`config.mk`:
```
export PLATFORM = sky130hd
export DESIGN_NAME = mm_arbiter_flat
export DESIGN_NICKNAME = d
export VERILOG_FILES = /design/src/rtl/mm_pkg.sv /design/src/rtl/mm_arbiter_if.sv /design/src/rtl/mm_rd_tag_pipe.sv /design/src/rtl/mm_arbiter.sv /design/src/flat_wrapper.sv
export SDC_FILE = /design/constraint.sdc
export NUM_CORES = 1
export LEC_CHECK = 0
export ABC_AREA = 1
export CAP_MARGIN = 20
export CORE_MARGIN = 5
export CORE_UTILIZATION = 39
export CTS_CLUSTER_SIZE = 30
export DETAILED_ROUTE_END_ITERATION = 10
export PLACE_DENSITY_LB_ADDON = 0.25
export SLEW_MARGIN = 20
export SYNTH_ARGS = -nofsm -noshare
export SYNTH_HDL_FRONTEND = slang
export SYNTH_SLANG_ARGS = --single-unit
```
`constraint.sdc`:
```
create_clock -name clk -period 1.3 [get_ports clk]
set_input_delay 0.26 -clock clk [delete_from_list [all_inputs] [get_ports clk]]
set_output_delay 0.26 -clock clk [all_outputs]
set_load 0.1 [all_outputs]
```
`src/rtl/mm_pkg.sv`:
```
// Shared types for the main-memory read arbiter: widths, read owner tags and
// the round-robin state encoding.
package mm_pkg;

  localparam int MM_AW = 19;
  localparam int MM_DW = 8;

  typedef enum logic {
    OWN_CPU = 1'b0,
    OWN_VGA = 1'b1
  } owner_e;

  typedef enum logic {
    LAST_CPU = 1'b0,
    LAST_VGA = 1'b1
  } rr_state_e;

  typedef struct packed {
    logic   valid;
    owner_e owner;
  } rd_tag_t;

endpackage

```
`src/rtl/mm_arbiter_if.sv`:
```
// Bus bundle between the CPU, the VGA fetch unit, the arbiter and the RAM.
// slave = arbiter view, master = requesters/RAM view.
interface mm_arbiter_if #(
  parameter int AW = 19,
  parameter int DW = 8
);

  logic          cpu_req;
  logic          cpu_we;
  logic [AW-1:0] cpu_addr;
  logic [DW-1:0] cpu_wdata;
  logic          cpu_gnt;
  logic          cpu_rvalid;
  logic [DW-1:0] cpu_rdata;

  logic          vga_req;
  logic          vga_urgent;
  logic [AW-1:0] vga_addr;
  logic          vga_gnt;
  logic          vga_rvalid;
  logic [DW-1:0] vga_rdata;

  logic [AW-1:0] mm_raddr;
  logic [AW-1:0] mm_waddr;
  logic [DW-1:0] mm_wdata;
  logic          mm_wren;
  logic [DW-1:0] mm_rdata;

  modport slave (
    input  cpu_req, cpu_we, cpu_addr, cpu_wdata,
    input  vga_req, vga_urgent, vga_addr,
    input  mm_rdata,
    output cpu_gnt, cpu_rvalid, cpu_rdata,
    output vga_gnt, vga_rvalid, vga_rdata,
    output mm_raddr, mm_waddr, mm_wdata, mm_wren
  );

  modport master (
    output cpu_req, cpu_we, cpu_addr, cpu_wdata,
    output vga_req, vga_urgent, vga_addr,
    output mm_rdata,
    input  cpu_gnt, cpu_rvalid, cpu_rdata,
    input  vga_gnt, vga_rvalid, vga_rdata,
    input  mm_raddr, mm_waddr, mm_wdata, mm_wren
  );

endinterface

```
`src/rtl/mm_rd_tag_pipe.sv`:
```
// Read tag pipeline: follows each issued read through the RAM latency and
// steers the returning byte into the owner's registered rvalid/rdata.
module mm_rd_tag_pipe
  import mm_pkg::*;
#(
  parameter int DW     = MM_DW,
  parameter int RD_LAT = 1
) (
  input  logic          clk,
  input  logic          rst_n,
  input  logic          push_valid,
  input  owner_e        push_owner,
  input  logic [DW-1:0] mm_rdata,
  output logic          cpu_rvalid,
  output logic [DW-1:0] cpu_rdata,
  output logic          vga_rvalid,
  output logic [DW-1:0] vga_rdata
);

  rd_tag_t tags [RD_LAT+1];
  rd_tag_t tail;
  logic    tail_cpu;
  logic    tail_vga;

  assign tail     = tags[RD_LAT];
  assign tail_cpu = tail.valid && (tail.owner == OWN_CPU);
  assign tail_vga = tail.valid && (tail.owner == OWN_VGA);

  // NOTE: this small tag array is reset on purpose -- a stale valid bit left
  // over from before reset would fabricate a return nobody asked for.
  always_ff @(posedge clk or negedge rst_n) begin
    if (!rst_n) begin
      for (int i = 0; i <= RD_LAT; i++) tags[i] <= '0;
    end else begin
      tags[0] <= '{valid: push_valid, owner: push_owner};
      for (int i = 1; i <= RD_LAT; i++) tags[i] <= tags[i-1];
    end
  end

  // The tail entry lines up with mm_rdata for the read it describes.
  always_ff @(posedge clk or negedge rst_n) begin
    if (!rst_n) begin
      cpu_rvalid <= 1'b0;
      vga_rvalid <= 1'b0;
      cpu_rdata  <= '0;
      vga_rdata  <= '0;
    end else begin
      cpu_rvalid <= tail_cpu;
      vga_rvalid <= tail_vga;
      if (tail_cpu) cpu_rdata <= mm_rdata;
      if (tail_vga) vga_rdata <= mm_rdata;
    end
  end

endmodule

```
`src/rtl/mm_arbiter.sv`:
```
// Main-memory read-port arbiter between CPU and VGA scanout; CPU writes pass
// straight to the independent write port.
module mm_arbiter
  import mm_pkg::*;
#(
  parameter int AW         = MM_AW,
  parameter int DW         = MM_DW,
  parameter int RD_LAT     = 1,
  parameter int STARVE_MAX = 15
) (
  input logic         clk,
  input logic         rst_n,
  mm_arbiter_if.slave bus
);

  localparam int            SW         = (STARVE_MAX < 1) ? 1 : $clog2(STARVE_MAX + 1);
  localparam logic [SW-1:0] STARVE_TOP = SW'(STARVE_MAX);

  logic          cpu_rd_req;
  logic          cpu_wr_req;
  logic          cpu_win;
  logic          vga_win;
  rr_state_e     rr_state;
  logic [SW-1:0] starve_cnt;
  logic [AW-1:0] raddr_q;
  logic [AW-1:0] waddr_q;
  logic [DW-1:0] wdata_q;
  logic          wren_q;

  assign cpu_rd_req = bus.cpu_req & ~bus.cpu_we;
  assign cpu_wr_req = bus.cpu_req &  bus.cpu_we;

  // NOTE: both winners get a default before any branch so no path leaves
  // them unassigned, which would otherwise infer latches.
  always_comb begin
    cpu_win = 1'b0;
    vga_win = 1'b0;
    if (cpu_rd_req && bus.vga_req) begin
      if (starve_cnt == STARVE_TOP)  cpu_win = 1'b1;
      else if (bus.vga_urgent)       vga_win = 1'b1;
      else if (rr_state == LAST_VGA) cpu_win = 1'b1;
      else                           vga_win = 1'b1;
    end else begin
      cpu_win = cpu_rd_req;
      vga_win = bus.vga_req;
    end
  end

  // Writes use their own RAM port, so they are granted unconditionally.
  assign bus.cpu_gnt  = cpu_wr_req | cpu_win;
  assign bus.vga_gnt  = vga_win;
  assign bus.mm_raddr = raddr_q;
  assign bus.mm_waddr = waddr_q;
  assign bus.mm_wdata = wdata_q;
  assign bus.mm_wren  = wren_q;

  // NOTE: state registers use non-blocking assignments so every flop samples
  // the pre-edge values regardless of statement order.
  always_ff @(posedge clk or negedge rst_n) begin
    if (!rst_n) begin
      rr_state   <= LAST_VGA;
      starve_cnt <= '0;
      raddr_q    <= '0;
      waddr_q    <= '0;
      wdata_q    <= '0;
      wren_q     <= 1'b0;
    end else begin
      if (cpu_win)      rr_state <= LAST_CPU;
      else if (vga_win) rr_state <= LAST_VGA;

      if (cpu_rd_req && !cpu_win) begin
        if (starve_cnt != STARVE_TOP) starve_cnt <= starve_cnt + 1'b1;
      end else begin
        starve_cnt <= '0;
      end

      if (cpu_win)      raddr_q <= bus.cpu_addr;
      else if (vga_win) raddr_q <= bus.vga_addr;

      wren_q <= cpu_wr_req;
      if (cpu_wr_req) begin
        waddr_q <= bus.cpu_addr;
        wdata_q <= bus.cpu_wdata;
      end
    end
  end

  mm_rd_tag_pipe #(
    .DW     (DW),
    .RD_LAT (RD_LAT)
  ) u_tag_pipe (
    .clk        (clk),
    .rst_n      (rst_n),
    .push_valid (cpu_win | vga_win),
    .push_owner (vga_win ? OWN_VGA : OWN_CPU),
    .mm_rdata   (bus.mm_rdata),
    .cpu_rvalid (bus.cpu_rvalid),
    .cpu_rdata  (bus.cpu_rdata),
    .vga_rvalid (bus.vga_rvalid),
    .vga_rdata  (bus.vga_rdata)
  );

endmodule
```
`src/flat_wrapper.sv`:
```
// flat-port wrapper written by rule: the top's interface ports become plain ports
module mm_arbiter_flat import mm_pkg::*;
#(
  parameter int AW         = MM_AW,
  parameter int DW         = MM_DW,
  parameter int RD_LAT     = 1,
  parameter int STARVE_MAX = 15
)
  (clk, rst_n, bus_cpu_req, bus_cpu_we, bus_cpu_addr, bus_cpu_wdata, bus_vga_req, bus_vga_urgent, bus_vga_addr, bus_mm_rdata, bus_cpu_gnt, bus_cpu_rvalid, bus_cpu_rdata, bus_vga_gnt, bus_vga_rvalid, bus_vga_rdata, bus_mm_raddr, bus_mm_waddr, bus_mm_wdata, bus_mm_wren);
  mm_arbiter_if #(.AW(AW), .DW(DW)) bus_i ();
  input logic clk;
  input logic rst_n;
  input wire logic [$bits(bus_i.cpu_req)-1:0] bus_cpu_req;
  input wire logic [$bits(bus_i.cpu_we)-1:0] bus_cpu_we;
  input wire logic [$bits(bus_i.cpu_addr)-1:0] bus_cpu_addr;
  input wire logic [$bits(bus_i.cpu_wdata)-1:0] bus_cpu_wdata;
  input wire logic [$bits(bus_i.vga_req)-1:0] bus_vga_req;
  input wire logic [$bits(bus_i.vga_urgent)-1:0] bus_vga_urgent;
  input wire logic [$bits(bus_i.vga_addr)-1:0] bus_vga_addr;
  input wire logic [$bits(bus_i.mm_rdata)-1:0] bus_mm_rdata;
  output wire logic [$bits(bus_i.cpu_gnt)-1:0] bus_cpu_gnt;
  output wire logic [$bits(bus_i.cpu_rvalid)-1:0] bus_cpu_rvalid;
  output wire logic [$bits(bus_i.cpu_rdata)-1:0] bus_cpu_rdata;
  output wire logic [$bits(bus_i.vga_gnt)-1:0] bus_vga_gnt;
  output wire logic [$bits(bus_i.vga_rvalid)-1:0] bus_vga_rvalid;
  output wire logic [$bits(bus_i.vga_rdata)-1:0] bus_vga_rdata;
  output wire logic [$bits(bus_i.mm_raddr)-1:0] bus_mm_raddr;
  output wire logic [$bits(bus_i.mm_waddr)-1:0] bus_mm_waddr;
  output wire logic [$bits(bus_i.mm_wdata)-1:0] bus_mm_wdata;
  output wire logic [$bits(bus_i.mm_wren)-1:0] bus_mm_wren;
  assign bus_i.cpu_req = bus_cpu_req;
  assign bus_i.cpu_we = bus_cpu_we;
  assign bus_i.cpu_addr = bus_cpu_addr;
  assign bus_i.cpu_wdata = bus_cpu_wdata;
  assign bus_i.vga_req = bus_vga_req;
  assign bus_i.vga_urgent = bus_vga_urgent;
  assign bus_i.vga_addr = bus_vga_addr;
  assign bus_i.mm_rdata = bus_mm_rdata;
  assign bus_cpu_gnt = bus_i.cpu_gnt;
  assign bus_cpu_rvalid = bus_i.cpu_rvalid;
  assign bus_cpu_rdata = bus_i.cpu_rdata;
  assign bus_vga_gnt = bus_i.vga_gnt;
  assign bus_vga_rvalid = bus_i.vga_rvalid;
  assign bus_vga_rdata = bus_i.vga_rdata;
  assign bus_mm_raddr = bus_i.mm_raddr;
  assign bus_mm_waddr = bus_i.mm_waddr;
  assign bus_mm_wdata = bus_i.mm_wdata;
  assign bus_mm_wren = bus_i.mm_wren;
  mm_arbiter #(.AW(AW), .DW(DW), .RD_LAT(RD_LAT), .STARVE_MAX(STARVE_MAX)) u_core (.clk(clk), .rst_n(rst_n), .bus(bus_i));
endmodule
```
==> key figures, run 1 <==
Run status
  • Status: finished, violations left
  • Failing checks: setup timing

Floorplan
  • Ports: 127
  • Die outline area: around 10000 um^2
  • Row Count: 32
  • Die Wd: roughly 100 um
  • DIE HEIGHT: 99.8 um
  • Core Region: 7810 um^2
  • Starting Density: 0.403

Hold path
  • Tightest Hold Check Type: reg2reg
  • WHS Path Cells: 0

Clock network
  • Sink Count: 74
  • Maximum root-to-sink buffer count: 2
  • Clk pin slew, worst setup/hold paths: roughly 0.080 ns
  • Root Driver: clkbuf_8
  • CTS Buf Count: 9
  • Clock Latency Late Sink: approximately 0.35 ns
  • H-tree depth: 3
  • TritonCTS clock tree: yes

Critical path
  • Arr. time, crit path: 1.53 ns
  • Worst R2R End: u_core.bus.mm_raddr[17]$_DFFE_PN0P_
  • R2R Path Start: u_core.starve_cnt[1]$_DFFE_PN0P_
  • Slowest cell on the critical path: dfrtp_1
  • Critical path class: reg2out
  • Req. time, crit path: approximately 1.0 ns
  • Worst reg2reg path depth: 8
  • Worst Setup EP: bus_vga_gnt
  • Reg2reg setup slack: -0.07 ns
  • Max incr delay on CP: 0.39 ns
  • CP Launch Point: u_core.starve_cnt[1]$_DFFE_PN0P_
  • Startpoint class of the critical path: flop
  • CP Max Fanout: 3
  • Cell mode on critical path: nand2_4
  • CP cell instances: ha_2 -> nand3_2 -> nand2_2 -> nand2_4 -> nand2_4 -> nor2_4 -> buf_12
  • CP endpoint kind: output pin

Final layout
  • Nets: between 500 and 600
  • Multi-input gate area: roughly 1200 um^2
  • Area Growth Syn to Fin: 81.0%
  • Final Util: 0.729
  • Ant. Diodes: 0
  • Flip-flop and latch area: approximately 1900 um^2
  • Layout cells sized above 1: 0.292
  • FILL cells: 557

Yosys
  • Mux cell area share after synthesis: 0
  • Async SR Flop Fraction: 1.00
  • Complex-gate fraction of the synthesized area: 0.0709
  • Net Count, Synth: 405
  • Post-synthesis xor/xnor area fraction: 0.00557
  • Post-synth EDFFs: 0
  • YS warnings: 0
  • Largest family of logic cells by synthesized area: simple AND/OR/NAND/NOR gates
  • Post-synthesis cell area: approximately 3100 um^2
  • Top_reg_cell synth: dfrtp_1
  • Yosys cell types: 20
  • Flop and latch count out of synthesis: 74
  • Syn Inst Count: approximately 340
  • Adder-cell share of the synthesized area: 0.00398
  • Avg Synthesized Cell Area: 9.14 um^2
  • Sequential area share after synthesis: 0.590
  • Simple-gate share of the synthesized area: 0.265

STA
  • Fmax: between 500 and 600 MHz
  • Final Critical Period: around 1.8 ns
  • Final WS setup: -0.487 ns
  • Worst-margin pin slew: 0.523 ns
  • Max_slew headroom: 0.650
  • Final period util: 1.37
  • Unrepaired setup endpoints after global routing: yes
  • Clk_skew: 0.00872 ns
  • Slew Limit Fails: 0
  • Setup violators final: 25
  • Hold Fails Final Rpt: 0

Detailed routing
  • Routed len/inst: 15.6 um
  • Detailed Routing Iterations Pass 1: 4
  • Vias/cell: about 4.7
  • DR vias: 2855
  • Iter 0 DRT Violations: around 130
  • Final ANT Viol Nets: 0
  • Remaining DRCs: 0
  • Final WL: 9.46 mm

Placed design
  • Port bufs: approximately 130
  • Dpl ws: -0.470 ns
  • Hpwl dp: ~7 mm
  • GPL Wtd Cong: 0.818

Power and ir drop
  • Switching pwr: ~3.8 mW
  • Flop pwr share: 0.329
  • Switch share: 0.438
  • Power Density: between 1500 and 2000 nW/um^2
  • Max IR drop VDD: 0.000910 V
  • Comb power frac: 0.456
  • Clock Power Share: 0.215
  • Internal Power: between 4 and 5 mW
  • Pleak: approximately 2.7 nW

Global route
  • Vias in the first global route: around 3k
  • Pin count of the biggest net entering global routing: 28
  • Overall global routing resource usage: 0.196
  • Global route overflow: 0
  • Antenna violations before repair: 0
  • First-pass GRT wire length: ~15 mm

Flow run
  • Max Cap Viol: 0
placed cells by master (no fill, tap or decap):
cell type | synthesis | layout
nor2_1 | 7 | 5
clkbuf_8 | 0 | 9
clkdlybuf4s50_1 | 0 | 58
nand3_2 | 4 | 10
buf_6 | 7 | 1
nand3_1 | 38 | 31
dfstp_2 | 1 | 1
buf_4 | 2 | 29
xnor2_1 | 1 | 1
nand2_2 | 2 | 2
bufinv_16 | 0 | 1
dfrtp_1 | 73 | 73
o21ai_1 | 0 | 1
inv_2 | 4 | 4
xor2_1 | 1 | 1
nand2_1 | 139 | 138
clkinvlp_2 | 0 | 1
inv_8 | 0 | 1
clkinv_4 | 0 | 1
inv_6 | 0 | 3
dlygate4sd3_1 | 0 | 1
a21boi_0 | 19 | 19
clkbuf_16 | 0 | 1
nor2_2 | 3 | 2
inv_1 | 14 | 13
buf_12 | 0 | 71
o21ai_0 | 16 | 15
nand2_4 | 2 | 3
clkinvlp_4 | 0 | 2
nand3_4 | 0 | 1
ha_2 | 0 | 1
nor2_4 | 0 | 3
power groups by stage:
stage                     clock (mW)  combinational [mW]  sequential (mW)
after global placement             0                3.94             2.91
after floorplan                    0               0.428             4.72
final                           1.88                4.00             2.88
after global routing            2.05                4.13             2.92
after CTS                       1.93                4.00             2.88
after detailed placement           0                3.99             2.93
worst min path at each step:
stage	startpoint	to
final	u_core.u_tag_pipe.tags[2]$_DFF_PN0_	u_core.u_tag_pipe.tags[0]$_DFF_PN0_
after global routing	u_core.u_tag_pipe.tags[3]$_DFF_PN0_	u_core.u_tag_pipe.tags[1]$_DFF_PN0_
after CTS	u_core.u_tag_pipe.tags[2]$_DFF_PN0_	u_core.u_tag_pipe.tags[0]$_DFF_PN0_
after detailed placement	rst_n	u_core.bus.mm_waddr[12]$_DFFE_PN0P_
after global placement	rst_n	u_core.bus.mm_wdata[7]$_DFFE_PN0P_
after floorplan	rst_n	u_core.bus.mm_raddr[0]$_DFFE_PN0P_
layer usage:
metal,global-route usage,share of wire,up-vias
li1,-,-,1394
met4,0.0735,0.022,0
met5,0,0,-
met2,0.315,0.48,97
met1,0.250,0.42,1348
met3,0.0598,0.077,16
area by class of cell:
| cell class | count | area share |
|---|---|---|
| Clock buffer | 9 | 0.0218 |
| Clock inverter | 7 | 0.0147 |
| Inverter | 18 | 0.0125 |
| Multi-Input combinational cell | 233 | 0.203 |
| Sequential cell | 74 | 0.326 |
| Tap cell | 102 | 0.0224 |
| Timing Repair Buffer | 161 | 0.398 |
| Timing Repair inverter | 1 | 0.000880 |
cells in the mapped netlist, types with 3 or more instances:
cell type	number	share of area
nand2_1	139	0.17
dfrtp_1	73	0.58
nand3_1	38	0.061
a21boi_0	19	0.045
o21ai_0	16	0.025
inv_1	14	0.017
buf_6	7	0.025
nor2_1	7	0.0084
buf_2	5	0.0080
clkbuf_1	5	0.0060
inv_2	4	0.0048
nand3_2	4	0.013
nor2_2	3	0.0060
kinds of logic after synthesis:
logic type,Yosys count
and+or+nand+nor,195
DFF,74
buffers and inverters,37
AOI/OAI and AO/OA,35
xor gates and xnor gates,2
adders and majority gates,1
sequential cells by signal, indices dropped and copies added (netlist names):
name / flops
u_core.starve_cnt: 4
u_core.bus.mm_raddr: 19
u_core.u_tag_pipe.vga_rvalid: 1
u_core.bus.mm_waddr: 19
u_core.u_tag_pipe.vga_rdata: 8
u_core.u_tag_pipe.cpu_rdata: 8
u_core.u_tag_pipe.cpu_rvalid: 1
u_core.u_tag_pipe.tags: 4
u_core.bus.mm_wdata: 8
u_core.rr_state: 1
u_core.bus.mm_wren: 1
metrics by stage:
step	power [mW]	setup TNS, ns	hold slack, ns	area [um^2]	instances
after global routing	9.10	-4.22	0.378	5690	605
final	8.76	-1.90	0.357	5690	605
after global placement	6.85	-13.79	0.197	5340	581
after detailed placement	6.91	-16.16	0.201	5340	581
after CTS	8.81	-2.02	0.355	5590	602
after floorplan	5.15	-0.943	-0.0356	3170	344
what timing repair did:
item,in CTS,in global routing
buffers inserted,5,2
resized for setup,1,15
gates cloned,0,2
hold buffers,1,0
pin swaps,4,3
endpoints found under the setup margin,22,23
hold endpoints to repair,23,0
worst max-delay path: cells and delay by family (launching register included):
| kind | cells | cell delay (ns) |
|---|---|---|
| DFF | 1 | 0.39 |
| and+or+nand+nor | 5 | 0.41 |
| buffers and inverters | 1 | 0.18 |
| adders and majority gates | 1 | 0.20 |
No activity file was read; power rests on OpenSTA's default activity.
==> run 2, diff against run 1 <==
--- a/config.mk
+++ b/config.mk
@@ -6,9 +6,9 @@
 export NUM_CORES = 1
 export LEC_CHECK = 0
 export ABC_AREA = 1
-export CAP_MARGIN = 20
+export CAP_MARGIN = 40
 export CORE_MARGIN = 5
-export CORE_UTILIZATION = 39
+export CORE_UTILIZATION = 43
 export CTS_CLUSTER_SIZE = 30
 export DETAILED_ROUTE_END_ITERATION = 10
 export PLACE_DENSITY_LB_ADDON = 0.25
==> constraint.sdc (replaced) <==
create_clock -name clk -period 1.7 [get_ports clk]
set_input_delay 0.34 -clock clk [delete_from_list [all_inputs] [get_ports clk]]
set_output_delay 0.34 -clock clk [all_outputs]
set_load 0.1 [all_outputs]
==> key figures, run 2 (synthesis results as in run 1) <==
Run status
  • Status: finished, violations left
  • Failing checks: setup timing

Power and ir drop
  • Power Density: 1230 nW/um^2 (-20%)
  • Max IR drop VDD: 0.000708 V (-22%)
  • Pleak: 2.71 nW (-0.95%)

Flow run
  • Max Cap Viol: 0 (unchanged)

Detailed routing
  • Routed len/inst: 16.6 um (+6.4%)
  • DR vias: 2910 (+1.9%)
  • Vias/cell: 4.89 (+3.6%)
  • Detailed Routing Iterations Pass 1: 4 (unchanged)
  • Iter 0 DRT Violations: 118 (-9.9%)
  • Remaining DRCs: 0 (unchanged)
  • Final ANT Viol Nets: 0 (unchanged)
  • Final WL: 9.89 mm (+4.6%)

Clock network
  • H-tree depth: 3 (unchanged)
  • CTS Buf Count: 9 (unchanged)
  • Clock Latency Late Sink: 0.35 ns (about the same)
  • Maximum root-to-sink buffer count: 2 (unchanged)
  • TritonCTS clock tree: yes
  • Root Driver: clkbuf_8
  • Clk pin slew, worst setup/hold paths: 0.08 ns (about the same)
  • Sink Count: 74 (unchanged)

Global route
  • Pin count of the biggest net entering global routing: 39 (+39%)
  • Vias in the first global route: 3181 (+5.4%)
  • Antenna violations before repair: 0 (unchanged)
  • First-pass GRT wire length: 15.8 mm (+3.0%)
  • Overall global routing resource usage: 0.226 (+0.0294)
  • Global route overflow: 0 (unchanged)

STA
  • Max_slew headroom: 0.681 (+0.0306)
  • Unrepaired setup endpoints after global routing: yes
  • Final period util: 1.12
  • Slew Limit Fails: 0 (unchanged)
  • Setup violators final: 2 (-92%)
  • Clk_skew: 0.0108 ns (+0.00210 ns)
  • Worst-margin pin slew: 0.477 ns (-0.0458 ns)
  • Final WS setup: -0.211 ns (+0.276 ns)
  • Hold slack: 0.354 ns (-0.00319 ns)
  • Hold Fails Final Rpt: 0 (unchanged)
  • Fmax: between 500 and 600 MHz
  • Final Critical Period: between 1.5 and 2 ns

Critical path
  • CP Buf/Inv Count: 4 (+3)
  • Crit path max-delay family: buffers and inverters
  • Startpoint class of the critical path: input port
  • CP cell instances: clkdlybuf4s50_1 -> inv_2 -> nor2_4 -> nand2_4 -> buf_4 -> nand3_4 -> buf_12
  • Worst reg2reg path depth: 10 (+2)
  • Max incr delay on CP: 0.53 ns (+0.14 ns)
  • CP endpoint kind: output pin
  • Req. time, crit path: 1.36 ns (+0.32 ns)
  • Critical path class: in2out
  • CP Max Fanout: 4 (+1)
  • Arr. time, crit path: 1.57 ns (+0.04 ns)
  • Slowest cell on the critical path: clkdlybuf4s50_1
  • Cell count along the critical path: 7 (unchanged)

Final layout
  • Nets: 552 (-1.3%)
  • Area Growth Syn to Fin: 79.3%
  • Commonest non-fill, non-tap cell in the layout: nand2_1
  • Fin area: 5630 um^2 (-0.95%)
  • FILL cells: 425 (-24%)
  • Most frequent cells in the layout: 138 x nand2_1, 73 x dfrtp_1, 70 x buf_12
  • Ant. Diodes: 0 (unchanged)
  • Layout cells sized above 1: 0.270 (-0.0221)

Placed design
  • Hpwl dp: 6.93 mm (-1.4%)
  • Post-DP Area: 5260 um^2 (-1.5%)
  • Port bufs: 126 (unchanged)
  • Dpl ws: -0.233 ns (+0.237 ns)
  • GPL Wtd Cong: 0.808 (-1.2%)

Floorplan
  • Starting Density: 0.438 (+0.0354)
  • Ports: 127 (unchanged)
  • Row Count: 31 (-3.1%)
  • Die outline area: 9120 um^2 (-8.4%)
  • Die Wd: 95.5 um (-4.3%)
  • Core Region: 7180 um^2 (-8.1%)
  • DIE HEIGHT: 95.5 um (-4.3%)

Hold path
  • Tightest Hold Check Type: reg2reg
  • WHS Path Cells: 0 (unchanged)
-- run 2: cell count changes in the layout (fill, tap and decap cells not counted), moves of 2 or more --
cell        change
nand2_2         -2
clkinvlp_4      -2
nand2_4         +2
nand3_1         +5
bufinv_16       +2
buf_4           -3
nand3_2         -6
-- run 2: worst register-to-register path: stages, from the launching register on --
cell and delay (ns):
dfrtp_1 0.42, ha_4 0.19, nand3_4 0.07, nand2_4 0.06, nand2_4 0.07, nand2_4 0.05
buf_4 0.13, buf_4 0.12, buf_4 0.20, nand2_1 0.12, nand3_1 0.08
-- run 2: per-stage QoR --
stage,setup TNS (ns),total power [mW],utilization,cells
6_report,-0.379,6.94,0.785,595
5_1_grt,-0.525,7.17,0.785,595
4_1_cts,-0.229,6.97,0.779,591
3_5_place_dp,-3.39,5.27,0.733,568
3_3_place_gp,-1.75,5.23,0.733,568
2_1_floorplan,-0.116,3.94,-,344
-- run 2: worst paths after layout --
path	from	to	slack, ns
setup / recovery	bus_vga_req	bus_cpu_gnt	-0.21
hold / removal	u_core.u_tag_pipe.tags[2]$_DFF_PN0_	u_core.u_tag_pipe.tags[0]$_DFF_PN0_	0.35
setup reg to reg	u_core.starve_cnt[1]$_DFFE_PN0P_	u_core.bus.mm_raddr[11]$_DFFE_PN0P_	0.07
hold reg to reg	u_core.u_tag_pipe.tags[2]$_DFF_PN0_	u_core.u_tag_pipe.tags[0]$_DFF_PN0_	0.35
max in group asynchronous	rst_n	u_core.rr_state$_DFFE_PN1P_	0.69
min in group asynchronous	rst_n	u_core.bus.mm_raddr[9]$_DFFE_PN0P_	0.41
-- run 2: where the power goes --
part	internal (mW)	switching [mW]	leakage (nW)	total (mW)
Sequential	1.97	0.236	0.908	2.21
Combinational	1.07	1.97	1.68	3.04
Clock	0.990	0.695	0.124	1.69
Total	4.04	2.90	2.71	6.94
-- run 2: area by class of cell --
type,instances,area [um^2],area share
clock buffers,9,124,0.0220
clock inverters,7,125,0.0222
inverters,18,67.6,0.0120
multi-input cells,233,1150,0.205
flip-flops and latches,74,1850,0.329
well taps,99,124,0.0220
repair buffers,155,2190,0.388
-- run 2: layer usage --
metal  vias up  wire length, um  track usage
li1       1385                -            -
met1      1384             3970        0.274
met2       119             4950        0.373
met3        22              771       0.0671
met4         0              199       0.0960
met5         -                0            0
-- run 2: repair_timing --
action                                  CTS  global route
gates cloned                              0             0
pin swaps                                 7             5
hold endpoints to repair                 16             0
endpoints found under the setup margin    2             2
hold buffers                              1             0
gates resized for setup                   6             3
buffers inserted                          6             4
==> RTL edit 1: new RTL, flow settings as in run 2 <==
Change the package constant `MM_DW` from 8 to 12.
--- a/src/rtl/mm_pkg.sv
+++ b/src/rtl/mm_pkg.sv
@@ -3,7 +3,7 @@
 package mm_pkg;
 
   localparam int MM_AW = 19;
-  localparam int MM_DW = 8;
+  localparam int MM_DW = 12;
 
   typedef enum logic {
     OWN_CPU = 1'b0,
Interface: changed (5 resized); port bits go from 127 to 147. No check against the original RTL was run, so the function may have changed too.
==> RTL edit 1 against run 2 <==
The run still ends with setup timing left; register-to-register slack better by 0.20 ns; worst setup slack better by 0.0022 ns; global-route usage is 1.3 points lower; wire length is 7.1% higher; sequential cell count is 12 higher; power is 9.9% higher; area after synthesis is 13% higher; final area is 14% higher; core utilization is 0.13 points higher; die area is 12% higher; count of clock-buffer cells in the layout is 1 higher; non-clock buffer count is 25 higher; critical path type is now flop to output pin; critical endpoint is now bus_vga_gnt; largest cell class unchanged.
==> RTL edit 1: results <==
group,metric,value,unit
setup_path,cp_max_fo,3,
sta,setup_slack,-0.209,ns
route,vias,3280,
sta,setup_viol,2,
route,wl_met2,5360,um
sta,max_clock_freq,0.524,GHz
logic_synthesis,synthTopCellsByCount,"nand2_1 (159), dfrtp_1 (85), nand3_1 (41)",
setup_path,crit_start,"u_core.starve_cnt[0]$_DFFE_PN0P_",
global_routing,grt_max_degree,35,
outcome,status,"complete, but fails checks",
setup_path,ff2ff_setup_slack,0.27,ns
setup_path,cpMaxStageDelayCell,"dfrtp_1",
place,globalplace.congestion,0.835,
logic_synthesis,synthAdderAreaFrac,0.352,%
route,wl_met3,848,um
worst_hold_path,min_delay_path_depth,0,
power_and_ir_drop,p_leak,3.09,nW
finish,drive_above_1_share,26.0,%
global_routing,use_met2,36.4,%
route,wl_met1,4310,um
sta,slew_headroom,67.9,%
route,drtIter0Drc,124,
place,io_buffers,146,
logic_synthesis,seq_area_frac_synth,60.6,%
sta,fin_skew,0.0124,ns
global_routing,grt_pass1_vias,3421,
place,hpwl,7990,um
finish,fill_cells,508,
setup_path,cp_top_family,"flip-flops",
logic_synthesis,syn_nets,460,
logic_synthesis,yosys-top-cells-area,"dfrtp_1 (60%), nand2_1 (17%), nand3_1 (5.8%), a21boi_0 (4.0%), o21ai_0 (3.4%)",
place,dp_slack,-0.225,ns
logic_synthesis,syn_inst,391,
setup_path,r2r_end,"u_core.bus.mm_raddr[17]$_DFFE_PN0P_",
route,drt_wl_total,10600,um
outcome,violations,"setup timing",
logic_synthesis,synth_compound_area_share,7.39,%
sta,tns,-0.387,ns
[RTL edit 1: final cells by class]
| class | instances | area [sq um] | share of cell area, % |
|---|---|---|---|
| inverters | 22 | 82.6 | 1.29 |
| well taps | 105 | 131 | 2.05 |
| multi-input cells | 261 | 1250 | 19.6 |
| clock buffers | 10 | 128 | 1.99 |
| repair buffers | 180 | 2580 | 40.3 |
| flip-flops and latches | 86 | 2150 | 33.7 |
| clock inverters | 6 | 70.1 | 1.10 |
[RTL edit 1: repair_timing]
item,CTS,global route
buffers inserted,6,4
pin swaps,5,2
endpoints found under the hold margin,30,0
setup endpoints to repair,2,2
hold buffers,1,0
gates resized for setup,6,6
[RTL edit 1: report_power, final]
part,switching [mW],total (mW),internal (mW)
clock network,0.739,1.43,0.690
logic,2.33,3.62,1.28
registers,0.280,2.58,2.30
==> RTL edit 2: new RTL, config.mk and constraints of run 2 <==
Made on the original files. Make the reset (`rst_n`) synchronous in 3 clocked blocks.
--- a/src/rtl/mm_rd_tag_pipe.sv
+++ b/src/rtl/mm_rd_tag_pipe.sv
@@ -28,7 +28,7 @@
 
   // NOTE: this small tag array is reset on purpose -- a stale valid bit left
   // over from before reset would fabricate a return nobody asked for.
-  always_ff @(posedge clk or negedge rst_n) begin
+  always_ff @(posedge clk) begin
     if (!rst_n) begin
       for (int i = 0; i <= RD_LAT; i++) tags[i] <= '0;
     end else begin
@@ -38,7 +38,7 @@
   end
 
   // The tail entry lines up with mm_rdata for the read it describes.
-  always_ff @(posedge clk or negedge rst_n) begin
+  always_ff @(posedge clk) begin
     if (!rst_n) begin
       cpu_rvalid <= 1'b0;
       vga_rvalid <= 1'b0;
--- a/src/rtl/mm_arbiter.sv
+++ b/src/rtl/mm_arbiter.sv
@@ -56,7 +56,7 @@
 
   // NOTE: state registers use non-blocking assignments so every flop samples
   // the pre-edge values regardless of statement order.
-  always_ff @(posedge clk or negedge rst_n) begin
+  always_ff @(posedge clk) begin
     if (!rst_n) begin
       rr_state   <= LAST_VGA;
       starve_cnt <= '0;
Behaviour: differs if rst_n is asserted again (counterexample within 4 cycles, from zero or initial values and one cycle with rst_n low); with rst_n held inactive, the same outputs for 10 cycles.
==> RTL edit 2 against run 2 <==
Wire length is 11% lower; area after synthesis is 4.8% lower; power is 29% lower; sequential share of layout area is 5.1 points lower; the flow still finishes with violations (setup timing); sequential cell count stayed put; final area is 5.1% lower; first-iteration DRC count is 19% higher; worst setup slack better by 0.075 ns.
==> RTL edit 2: results <==
group,metric,value,unit
finish,multi_input_area,0.00122,sq mm
finish,area_growth,78.7,%
power_and_ir_drop,peakVddDrop,0.513,mV
outcome,status,"complete, but fails checks",
logic_synthesis,async_flop_share,0,%
setup_path,cpMaxStageDelayCell,"dfxtp_2",
power_and_ir_drop,intPower,3.12,mW
setup_path,cp_max_fo,3,
finish,drive_above_1_share,26.3,%
setup_path,ff2ff_setup_slack,0.21,ns
setup_path,timing.critical_path.arrival,1.50,ns
outcome,violations,"setup timing",
sta,setup_viol,2,
finish,seq_share,27.7,%
setup_path,crit_start,"u_core.starve_cnt[1]$_SDFFE_PN0P_",
worst_hold_path,hold_start,"u_core.u_tag_pipe.tags[0][0]$_SDFF_PN0_",
global_routing,grt_pass1_vias,2914,
global_routing,grt_util_met1,24.5,%
finish,multi_input_area_share,22.8,%
global_routing,use_met2,33.8,%
sta,tns,-0.239,ns
logic_synthesis,synthAdderAreaFrac,0.418,%
worst_hold_path,whs_endpoint,"u_core.u_tag_pipe.tags[0][2]$_SDFF_PN0_",
logic_synthesis,synth_compound_area_share,11.5,%
global_routing,grt_use_met3,6.03,%
finish,clk_share,3.74,%
logic_synthesis,synth_xor_area_share,0.293,%
logic_synthesis,seq_area_frac_synth,49.5,%
finish,final_cells,624,
place,placed_area,0.00509,sq mm
power_and_ir_drop,pwr-share-clk,28.4,%
sta,hold_ws,0.422,ns
sta,worst_slew_pin_slew,0.352,ns
setup_path,critical-path-max-stage-delay,0.34,ns
setup_path,r2r_end,"u_core.bus.mm_raddr[0]$_SDFFE_PN0P_",
place,hpwl,6500,um
logic_synthesis,yosys-top-cells-area,"dfxtp_1 (49%), nand2_1 (8.0%), nor2_1 (6.9%), inv_1 (5.4%), o21ai_0 (5.2%)",
route,drt_wl_total,8840,um
finish,fill_cells,444,
global_routing,grt_pass1_wl,13900,um
logic_synthesis,syn_nets,444,
logic_synthesis,synthTopCellsByCount,"dfxtp_1 (74), nand2_1 (64), nor2_1 (55)",
setup_path,worstRegToRegCells,9,
sta,setup_slack,-0.136,ns
setup_path,reg2reg_from,"u_core.starve_cnt[0]$_SDFFE_PN0P_",
place,dp_cells,601,
global_routing,grt_max_degree,33,
place,dp_slack,-0.173,ns
power_and_ir_drop,power_combinational,1.59,mW
power_and_ir_drop,p_leak,2.40,nW
sta,fin_skew,0.0139,ns
## RTL edit 2: cell count changes in the layout (fill, tap and decap cells not counted), moves of 8 or more
| cell | change |
|---|---|
| a21boi_0 | -19 |
| a21oi_1 | +20 |
| buf_4 | -8 |
| dfrtp_1 | -73 |
| dfxtp_1 | +72 |
| inv_1 | +29 |
| nand2_1 | -75 |
| nor2_1 | +49 |
| o21ai_0 | +15 |
| o21ai_1 | +13 |
## RTL edit 2: repair_timing
item,CTS,global route
endpoints found under the setup margin,2,2
cloned,0,0
pin swaps,4,0
hold endpoints to repair,0,0
setup buffers,5,2
gates resized for setup,0,1
## RTL edit 2: per-layer routing
| layer | up-vias | routed length [um] |
|---|---|---|
| li1 | 1487 | - |
| met5 | - | 0 |
| met3 | 7 | 710 |
| met2 | 104 | 4320 |
| met1 | 1390 | 3710 |
| met4 | 0 | 101 |
